## src/rtl/xbar_pkg.sv

```systemverilog
// Shared types and helpers for the N x M crossbar.
package xbar_pkg;

  typedef enum logic [1:0] {
    IDLE = 2'd0,
    REQ  = 2'd1,
    RESP = 2'd2
  } state_e;

  // Upper bounds for the helper function argument widths.
  localparam int unsigned MAX_MST   = 32;
  localparam int unsigned MAX_IDX_W = 5;
  localparam int unsigned MAX_ADDR  = 64;

  // Slave index taken from the top sel_w bits of an addr_w-wide address.
  function automatic int unsigned sel_of(input logic [MAX_ADDR-1:0] addr,
                                         input int unsigned         addr_w,
                                         input int unsigned         sel_w);
    logic [MAX_ADDR-1:0] sh;
    sh = addr >> (addr_w - sel_w);
    return 32'(sh) & ((32'd1 << sel_w) - 32'd1);
  endfunction

  // Round-robin pick: first requester found searching upward from ptr, wrapping at n.
  function automatic int unsigned rr_pick(input logic [MAX_MST-1:0] req,
                                          input int unsigned        ptr,
                                          input int unsigned        n);
    int unsigned idx;
    int unsigned res;
    logic        found;
    res   = ptr;
    found = 1'b0;
    for (int unsigned k = 0; k < MAX_MST; k++) begin
      idx = ptr + k;
      if (idx >= n) idx = idx - n;
      if ((k < n) && !found && req[idx[MAX_IDX_W-1:0]]) begin
        res   = idx;
        found = 1'b1;
      end
    end
    return res;
  endfunction

endpackage

```

## src/rtl/xbar_slave_port.sv

```systemverilog
// Per-slave arbiter: round-robin grant, transaction FSM, watchdog, owner index.
module xbar_slave_port
  import xbar_pkg::*;
#(
  parameter int unsigned N_MST   = 4,
  parameter int unsigned TIMEOUT = 0,
  localparam int unsigned IDX_W  = $clog2(N_MST)
) (
  input  logic             clk,
  input  logic             rst_n,
  input  logic [N_MST-1:0] col_req_i,
  input  logic             owner_cmd_i,
  input  logic             s_ack_i,
  input  logic             s_resp_i,
  output logic             in_req_o,
  output logic             in_resp_o,
  output logic [IDX_W-1:0] owner_o,
  output logic             err_o
);

  localparam int unsigned CNT_W   = (TIMEOUT > 0) ? $clog2(TIMEOUT + 1) : 1;
  localparam int unsigned TO_LAST = (TIMEOUT > 0) ? TIMEOUT - 1 : 0;

  state_e             state_q, state_d;
  logic [IDX_W-1:0]   owner_q, owner_d;
  logic [IDX_W-1:0]   ptr_q, ptr_d;
  logic [CNT_W-1:0]   cnt_q, cnt_d;
  logic               err_q, err_d;
  logic               timeout_c;
  logic [IDX_W-1:0]   nxt_ptr_c;

  // Watchdog fires on the cycle the counter would reach TIMEOUT.
  assign timeout_c = (TIMEOUT != 0) && (cnt_q == CNT_W'(TO_LAST));
  assign nxt_ptr_c = (owner_q == IDX_W'(N_MST - 1)) ? '0 : owner_q + IDX_W'(1);

  // State, owner, pointer, watchdog and error pulse registers.
  always_ff @(posedge clk or negedge rst_n) begin
    if (!rst_n) begin
      state_q <= IDLE;
      owner_q <= '0;
      ptr_q   <= '0;
      cnt_q   <= '0;
      err_q   <= 1'b0;
    end else begin
      state_q <= state_d;
      owner_q <= owner_d;
      ptr_q   <= ptr_d;
      cnt_q   <= cnt_d;
      err_q   <= err_d;
    end
  end

  // Next-state: grant in IDLE, finish on ack/resp, abort on watchdog expiry.
  always_comb begin
    state_d = state_q;
    owner_d = owner_q;
    ptr_d   = ptr_q;
    cnt_d   = cnt_q;
    err_d   = 1'b0;
    unique case (state_q)
      IDLE: begin
        cnt_d = '0;
        if (|col_req_i) begin
          state_d = REQ;
          owner_d = IDX_W'(rr_pick(MAX_MST'(col_req_i), 32'(ptr_q), N_MST));
        end
      end
      REQ: begin
        if (s_ack_i) begin
          cnt_d = '0;
          if (owner_cmd_i || s_resp_i) begin
            state_d = IDLE;
            ptr_d   = nxt_ptr_c;
          end else begin
            state_d = RESP;
          end
        end else if (timeout_c) begin
          state_d = IDLE;
          ptr_d   = nxt_ptr_c;
          cnt_d   = '0;
          err_d   = 1'b1;
        end else if (TIMEOUT != 0) begin
          cnt_d = cnt_q + CNT_W'(1);
        end
      end
      RESP: begin
        if (s_resp_i) begin
          state_d = IDLE;
          ptr_d   = nxt_ptr_c;
          cnt_d   = '0;
        end else if (timeout_c) begin
          state_d = IDLE;
          ptr_d   = nxt_ptr_c;
          cnt_d   = '0;
          err_d   = 1'b1;
        end else if (TIMEOUT != 0) begin
          cnt_d = cnt_q + CNT_W'(1);
        end
      end
      default: begin
        state_d = IDLE;
      end
    endcase
  end

  assign in_req_o  = (state_q == REQ);
  assign in_resp_o = (state_q == RESP);
  assign owner_o   = owner_q;
  assign err_o     = err_q;

endmodule

```

## src/rtl/cross_bar_nxm.sv

```systemverilog
// N-master x M-slave crossbar with one round-robin arbiter per slave.
module cross_bar_nxm
  import xbar_pkg::*;
#(
  parameter int unsigned N_MST   = 4,
  parameter int unsigned N_SLV   = 4,
  parameter int unsigned ADDR_W  = 32,
  parameter int unsigned DATA_W  = 32,
  parameter int unsigned TIMEOUT = 0
) (
  input  logic                    clk,
  input  logic                    rst_n,
  input  logic [N_MST-1:0]        m_req_i,
  input  logic [N_MST*ADDR_W-1:0] m_addr_i,
  input  logic [N_MST-1:0]        m_cmd_i,
  input  logic [N_MST*DATA_W-1:0] m_wdata_i,
  output logic [N_MST-1:0]        m_ack_o,
  output logic [N_MST-1:0]        m_resp_o,
  output logic [N_MST*DATA_W-1:0] m_rdata_o,
  output logic [N_MST-1:0]        m_err_o,
  output logic [N_SLV-1:0]        s_req_o,
  output logic [N_SLV*ADDR_W-1:0] s_addr_o,
  output logic [N_SLV-1:0]        s_cmd_o,
  output logic [N_SLV*DATA_W-1:0] s_wdata_o,
  input  logic [N_SLV-1:0]        s_ack_i,
  input  logic [N_SLV-1:0]        s_resp_i,
  input  logic [N_SLV*DATA_W-1:0] s_rdata_i
);

  localparam int unsigned SEL_W = $clog2(N_SLV);
  localparam int unsigned IDX_W = $clog2(N_MST);

  logic [SEL_W-1:0] m_sel    [N_MST];
  logic [IDX_W-1:0] owner    [N_SLV];
  logic [N_SLV-1:0] in_req;
  logic [N_SLV-1:0] in_resp;
  logic [N_SLV-1:0] slv_err;
  logic [N_SLV-1:0] own_cmd;

  // Address decode: each master targets exactly one slave.
  for (genvar m = 0; m < N_MST; m++) begin : g_mst
    assign m_sel[m] = SEL_W'(sel_of(MAX_ADDR'(m_addr_i[m*ADDR_W +: ADDR_W]), ADDR_W, SEL_W));
  end

  for (genvar s = 0; s < N_SLV; s++) begin : g_slv
    logic [N_MST-1:0] col_req;

    // Column of the request matrix for this slave.
    always_comb begin
      col_req = '0;
      for (int unsigned m = 0; m < N_MST; m++) begin
        col_req[m] = m_req_i[m] && (m_sel[m] == SEL_W'(s));
      end
    end

    assign own_cmd[s] = m_cmd_i[owner[s]];

    xbar_slave_port #(
      .N_MST   (N_MST),
      .TIMEOUT (TIMEOUT)
    ) u_port (
      .clk         (clk),
      .rst_n       (rst_n),
      .col_req_i   (col_req),
      .owner_cmd_i (own_cmd[s]),
      .s_ack_i     (s_ack_i[s]),
      .s_resp_i    (s_resp_i[s]),
      .in_req_o    (in_req[s]),
      .in_resp_o   (in_resp[s]),
      .owner_o     (owner[s]),
      .err_o       (slv_err[s])
    );

    // Slave-side mux: owner's request only while in REQ, zero otherwise.
    assign s_req_o[s]                     = in_req[s];
    assign s_cmd_o[s]                     = in_req[s] & own_cmd[s];
    assign s_addr_o[s*ADDR_W +: ADDR_W]   = in_req[s] ? m_addr_i[32'(owner[s])*ADDR_W +: ADDR_W] : '0;
    assign s_wdata_o[s*DATA_W +: DATA_W]  = in_req[s] ? m_wdata_i[32'(owner[s])*DATA_W +: DATA_W] : '0;
  end

  // Return paths: each slave reports only to its current owner.
  always_comb begin
    m_ack_o   = '0;
    m_resp_o  = '0;
    m_rdata_o = '0;
    m_err_o   = '0;
    for (int unsigned s = 0; s < N_SLV; s++) begin
      if (in_req[s] && s_ack_i[s]) begin
        m_ack_o[owner[s]] = 1'b1;
      end
      if ((in_resp[s] && s_resp_i[s]) ||
          (in_req[s] && s_ack_i[s] && s_resp_i[s] && !own_cmd[s])) begin
        m_resp_o[owner[s]] = 1'b1;
        m_rdata_o[32'(owner[s])*DATA_W +: DATA_W] = s_rdata_i[s*DATA_W +: DATA_W];
      end
      if (slv_err[s]) begin
        m_err_o[owner[s]] = 1'b1;
      end
    end
  end

endmodule

```

## config.mk

```make
export PLATFORM = sky130hd
export DESIGN_NAME = cross_bar_nxm
export DESIGN_NICKNAME = d
export VERILOG_FILES = /design/src/rtl/xbar_pkg.sv /design/src/rtl/xbar_slave_port.sv /design/src/rtl/cross_bar_nxm.sv
export SDC_FILE = /design/constraint.sdc
export NUM_CORES = 1
export LEC_CHECK = 0
export CAP_MARGIN = 30
export CORE_AREA = 4 4 307 309
export CTS_CLUSTER_SIZE = 24
export DETAILED_ROUTE_END_ITERATION = 6
export DIE_AREA = 0 0 311 313
export PLACE_DENSITY_LB_ADDON = 0.2
export SLEW_MARGIN = 30
export SYNTH_ARGS = -nofsm -noshare
export SYNTH_HDL_FRONTEND = slang
export SYNTH_SLANG_ARGS = --single-unit
```

## constraint.sdc

```tcl
create_clock -name clk -period 6.1 [get_ports clk]
set_clock_uncertainty 0.2 [all_clocks]
set_input_delay 1.22 -clock clk [delete_from_list [all_inputs] [get_ports clk]]
set_output_delay 1.22 -clock clk [all_outputs]
set_load 0.01 [all_outputs]
```

Yosys cells after proc, flatten, opt, wreduce, memory -nomap -nowiden
Index checks and enable logic that the tools add are counted.
{ "totals": {"reg_bits": 24, "latchBits": 0, "mem_bits_rw": 0, "romBits": 0, "in_bits": 402, "elab_cells": 466, "memories": 0} }
{ "classes": {"addsub": 36, "mul": 0, "div": 0, "magnitude_cmp": 40, "n_eq_ne": 40, "shift": 16, "n_mux": 211, "bitwise_logic": 11, "n_reduce_logical": 100} }
{ "ops": {"columns": ["cell", "n"], "rows": [
  ["$shiftx A128 B8 Y32", 8],
  ["$mux W128", 4],
  ["$shift A32 B34 Y128 const A", 4],
  ["$shiftx A32 B34 Y128", 4],
  ["$bwmux W128", 3],
  ["$ge A32 B3 Y1 const B", 12],
  ["$mux W32", 8],
  ["$mux W5", 48],
  ["$neg A7 Y34", 4],
  ["$and A128 B128 Y128", 1],
  ["$lt A5 B6 Y1 const B", 16],
  ["$mux W2", 48],
  ["$bmux W1 S5", 16],
  ["$mux W1", 60],
  ["$logic_and A1 B1 Y1", 48],
  ["$sub A3 B3 Y4 const B", 12],
  ["$eq A2 B2 Y1 const B", 16],
  ["$mux W4", 8],
  ["$add A2 B2 Y3 const B", 8],
  ["$ne A2 B2 Y1 const B", 12],
  ["$or A4 B4 Y4", 6],
  ["$pmux W2 S3", 4],
  ["$eq A2 B1 Y1 const B", 8],
  ["$logic_not A1 Y1", 16],
  ["other kinds (18)", 80]
]} }

Longest topological paths before layout
{ "depth": {"depth_word": 23, "ltp_mapped": 11, "depth_no_buf": 8} }

Hierarchy
Synthesis repeated with hierarchy kept, for this count alone.
{ "unflattened": {"hier_cells": 1602, "area_unflattened_um2": 15219.6} }
{ "modules_own_cells": {"columns": ["mod", "n_inst", "cells_each", "area_each_um2"], "rows": [
  ["cross_bar_nxm", 1, 1352, 12866.1],
  ["xbar_slave_port (g_slv[0].u_port ...)", 2, 63, 591.8],
  ["xbar_slave_port (g_slv[1].u_port)", 1, 61, 610.6],
  ["xbar_slave_port (g_slv[3].u_port)", 1, 63, 559.3]
]} }

Worst setup path after synthesis
No wires, ideal clock.
{ "synth_path": {"kind": "register -> output", "startpoint": "reg g_slv[0].u_port.owner_q[0]", "endpoint": "out m_rdata_o[70]", "arrival_time_ps": 3014, "required_ps": 4680, "path_slack_ps": 1666, "stages_incl_launch_ff": 12, "n_path_buf": 4, "path_cell_list": "dfrtp_1 buf_2 buf_2 buf_1 inv_1 ha_1 nor2b_1 nand4_1 a21oi_1 clkbuf_1 a21oi_1 o21ai_0"} }
{ "synth_between": {"elab_chain_len": 12, "word_cells_on_any_way": 16, "cone_classes": "add/sub: 1; shift: 2; mux: 9; bitwise: 1; reduce/logical: 3"} }
{ "synth_lines": {"columns": ["element", "line_no", "source"], "rows": [
  ["start: declaration", "xbar_slave_port.sv:25", "logic [IDX_W-1:0] owner_q, owner_d;"],
  ["start signal: assignment", "xbar_slave_port.sv:46", "owner_q <= owner_d;"],
  ["parallel branches: the longest is 5 deep, another holds $neg A7 Y34", null, null],
  ["$mux W128 (*)", "cross_bar_nxm.sv:91", "if ((in_resp[s] && s_resp_i[s]) ||"],
  ["$bwmux W128", "cross_bar_nxm.sv:94", "m_rdata_o[32'(owner[s])*DATA_W +: DATA_W] = s_rdata_i[s*DATA_W +: DATA_W];"],
  ["$mux W128 (*)", "cross_bar_nxm.sv:91", null],
  ["$bwmux W128", "cross_bar_nxm.sv:94", null],
  ["$mux W128 (*)", "cross_bar_nxm.sv:91", null],
  ["$bwmux W128", "cross_bar_nxm.sv:94", null],
  ["$mux W128 (*)", "cross_bar_nxm.sv:91", null],
  ["end: declaration", "cross_bar_nxm.sv:19", "output logic [N_MST*DATA_W-1:0] m_rdata_o,"]
]} }
Every way passes the cells marked *. The select of a mux whose other input is x is not followed.

Final worst setup path
{ "layout_path": {"startpoint": "in m_cmd_i[2]", "endpoint": "out m_rdata_o[11]"} }
{ "layout_between": {"elab_chain_len": 12, "word_cells_on_any_way": 27, "cone_classes": "mux: 15; reduce/logical: 12"} }
{ "layout_lines": {"columns": ["element", "line_no", "source"], "rows": [
  ["start: declaration", "cross_bar_nxm.sv:15", "input logic [N_MST-1:0] m_cmd_i,"],
  ["$bmux W1 S2", "cross_bar_nxm.sv:56", "assign own_cmd[s] = m_cmd_i[owner[s]];"],
  ["$mux W1 (not written as such)", "cross_bar_nxm.sv:56", null],
  ["$logic_not A1 Y1", "cross_bar_nxm.sv:92", "(in_req[s] && s_ack_i[s] && s_resp_i[s] && !own_cmd[s])) begin"],
  ["$logic_and A1 B1 Y1", "cross_bar_nxm.sv:92", null],
  ["$logic_or A1 B1 Y1", "cross_bar_nxm.sv:91", null],
  ["$mux W128", "cross_bar_nxm.sv:91", null],
  ["$bwmux W128", "cross_bar_nxm.sv:94", null],
  ["$mux W128", "cross_bar_nxm.sv:91", null],
  ["$bwmux W128", "cross_bar_nxm.sv:94", null],
  ["$mux W128", "cross_bar_nxm.sv:91", null],
  ["$bwmux W128", "cross_bar_nxm.sv:94", null],
  ["$mux W128 (*)", "cross_bar_nxm.sv:91", null]
]} }
Mark *: on every way between the ends. The rest lies on a longest branch, timed or not. The select of a mux whose other input is x is not followed.

==> flow_summary.ini <==
[outcome]
status = completed

[critical_path]
critPathMostFrequentCell = clkdlybuf4s50_1
cp_slowest_cell = clkdlybuf4s50_1
cp-end-kind = output port
criticalPathCategory = in -> out
cp_num_buf_inv = 3
reg2reg_slack_ps = 3310
path_max_fanout = 21
cp.required_ps = 4680
worstPathArrival_ps = 4470
crit_chain = clkdlybuf4s50_1 > mux2_2 > o21ai_0 > nand4b_1 > a21oi_4 > buf_12 > a221oi_1 > o31ai_1 > clkdlybuf4s50_1
critPathLaunchType = primary input
cpPeakStageDelay_ps = 620
path_delay_family = buffers and inverters

[clock_tree]
insertion_delay_ps = 260
post_cts_buffers = 0
cts_buffers = 3
clock_sinks = 24
hold_buffers = 0
htreeDepth = 1
cts_tree = built
clk_path_buf_depth = 2
cts.clk_slew.worst_paths_ps = 60
clock-root-buffer = clkbuf_16

[floorplanning]
dieArea_sq_um = 97300
ios = 806
start_util_pct = 16.4
row_count = 111
die_w_um = 311
core_area_sq_um = 91400
die_h_um = 313

[run]
maxCapViolations = 0

[route]
avgViaCountPerCell = 5.37
postRouteAntennaNets = 0
drcViolationCount = 0
vias = 18923
drt_wl_total_um = 109000
dr.pass1.iters = 7
first_iter_violations = 1596
routedWlPerCell_um = 31.0

[placed_design]
placed_cells = 3512
gp_congestion = 0.931
io_buffers = 801
place.detailed.hpwl_um = 84200

[timing]
worstMarginPinSlew_ps = 1030
rsz0062_at_grt = no
fin_crit_sh_pct = 96.5
timing.final.crit_period_ps = 5890
max_freq_mhz = 170
maxSlewHeadroom_pct = 31.3
finalSetupViolations = 0
report.final.slew_viol_count = 0
whs_ps = 430
fin_tns_setup_ps = 0
hold_viol = 0

[final_layout]
fin_cells = 3526
most-common-layout-cells = clkdlybuf4s50_1, and2_1, mux4_2
drive_gt1_share_pct = 16.4
area_delta_synth_final_pct = 64.1
fillers = 9664
nets = 2773
final_common_cell = clkdlybuf4s50_1

[global_route]
grt_pass1_wl_um = 153000
grt_use_total_pct = 21.1
grt_max_degree = 75
grt_pass1_vias = 19512
antenna_found_initial = 24
grt.overflow.total = 0

[logic_synthesis]
yosys_register_bits = 24
synth_edf_count = 0
synth-main-ff-cell = dfrtp_1
synth_cell_types = 64
synth-seq-area-share_pct = 4.00
postSynthCellCount = 1672
yosys_warnings = 0
ys_async_sr_fraction_pct = 100
syn_avg_cell_area_sq_um = 8.97
netlist_area_sq_um = 15000

[power_and_ir_drop]
irDropWorstVdd_mv = 0.257
p_leak_nw = 8.05
seq_power_share_pct = 6.5
clock_power_share_pct = 1.9
switchingPower_mw = 4.22
power_density_nw_per_um2 = 339
netSwitchingFraction_pct = 50.6
internal-power_mw = 4.13
pwr-share-comb_pct = 91.6

[hold_path]
hp-class = reg -> reg
-- metrics by stage --
step                      worst slack (ps)  util (%)  power, mW  area [sq um]
after detailed placement              63.2      26.8       8.30         24500
after floorplan                       1670         -       4.54         15000
after CTS                             58.5      26.9       8.50         24600
final                                  213      26.9       8.35         24600
after global routing                  65.1      26.9       8.84         24600
after global placement                75.8      26.8       8.32         24500
-- final timing paths --
kind / start / end / cells past startpoint
max in group asynchronous: rst_n / g_slv[3].u_port.owner_o[1] / 2
worst max-delay path: m_cmd_i[2] / m_rdata_o[11] / 9
worst min register to register: g_slv[3].u_port.state_q[0] / g_slv[3].u_port.state_q[0] / 2
worst max register to register: g_slv[0].u_port.ptr_q[0] / g_slv[0].u_port.owner_o[1] / 8
worst min-delay path: g_slv[3].u_port.state_q[0] / g_slv[3].u_port.state_q[0] / 2
min in group asynchronous: rst_n / g_slv[1].u_port.ptr_q[0] / 2
-- power by group through the flow --
stage	combinational (mW)	sequential (mW)	clock, mW
3_5_place_dp	7.74	0.561	0
4_1_cts	7.78	0.559	0.164
5_1_grt	8.09	0.578	0.168
2_1_floorplan	4.25	0.290	0
6_report	7.65	0.544	0.160
3_3_place_gp	7.76	0.565	0
-- synthesized netlist by cell type (4+ instances only) --
master | number | area share, %
a211oi_1 | 4 | 0.20
and3_1 | 10 | 0.42
a21oi_1 | 144 | 4.8
nand3b_1 | 14 | 0.70
buf_2 | 64 | 2.1
inv_1 | 21 | 0.53
o211ai_1 | 4 | 0.20
o2111ai_1 | 4 | 0.23
nand3_1 | 10 | 0.33
mux4_2 | 268 | 40
nor2_1 | 22 | 0.55
dfrtp_1 | 24 | 4.0
ha_1 | 40 | 3.3
o31ai_2 | 10 | 0.83
nor3_1 | 5 | 0.17
a32oi_1 | 36 | 2.1
nor3b_1 | 9 | 0.45
clkbuf_1 | 107 | 2.7
buf_1 | 26 | 0.65
o31ai_1 | 85 | 4.3
o21ai_0 | 45 | 1.5
nand4_1 | 5 | 0.21
a31oi_1 | 6 | 0.25
a22oi_1 | 14 | 0.70
nand4b_1 | 6 | 0.35
o21ai_1 | 11 | 0.37
buf_4 | 10 | 0.50
nor2b_1 | 9 | 0.38
a221oi_1 | 97 | 5.7
nand2_1 | 198 | 5.0
nand2b_1 | 43 | 1.8
and2_1 | 270 | 11
-- repair_timing --
action                     in CTS  in global routing
resized for setup               0                  2
hold endpoints to repair        0                  0
setup endpoints to repair       0                  2
-- state kept, by name (all words and copies together), names as in the netlist --
| name | cells |
|---|---|
| g_slv.u_port.state_q | 8 |
| g_slv.u_port.owner_o | 8 |
| g_slv.u_port.ptr_q | 8 |
-- routing by layer --
layer | wire length [um] | up-vias | GRT usage, %
met1 | 39600 | 9593 | 23.6
met5 | 174 | - | 0
met2 | 55100 | 1138 | 38.4
met4 | 4660 | 28 | 7.33
met3 | 9630 | 184 | 5.88
li1 | - | 7980 | -
-- worst reg2reg max path, stage by stage (launching register included) --
cell      delay (ps)
dfrtp_1          580
inv_1            150
ha_1             430
nor4b_1          380
a211oi_1         110
a31o_2           250
nor3b_1          140
a211o_1          230
a22o_1           190
-- cells by family (layout without fill, tap and decap cells) --
group / Yosys count / after routing / synth area share, %
adders and majority gates: 40 / 40 / 3.34
and+or+nand+nor: 615 / 615 / 22.7
AOI/OAI and AO/OA: 485 / 485 / 22.6
other: 1 / 14 / 0.0250
xor gates and xnor gates: 3 / 3 / 0.175
buffers and inverters: 230 / 885 / 6.54
muxes: 274 / 274 / 40.7
DFF: 24 / 24 / 4.00
-- final cells by class --
type                            count  area (sq um)  share of cell area, %
Clock buffer                        4          88.8                  0.361
Tap cell                         1186          1480                   6.03
Multi-Input combinational cell   1421         13500                   55.0
Inverter                           23          86.3                  0.351
Sequential cell                    24           631                   2.56
Antenna cell                       10          25.0                  0.102
Timing Repair Buffer              858          8770                   35.6
No activity file was read; power rests on OpenSTA's default activity.
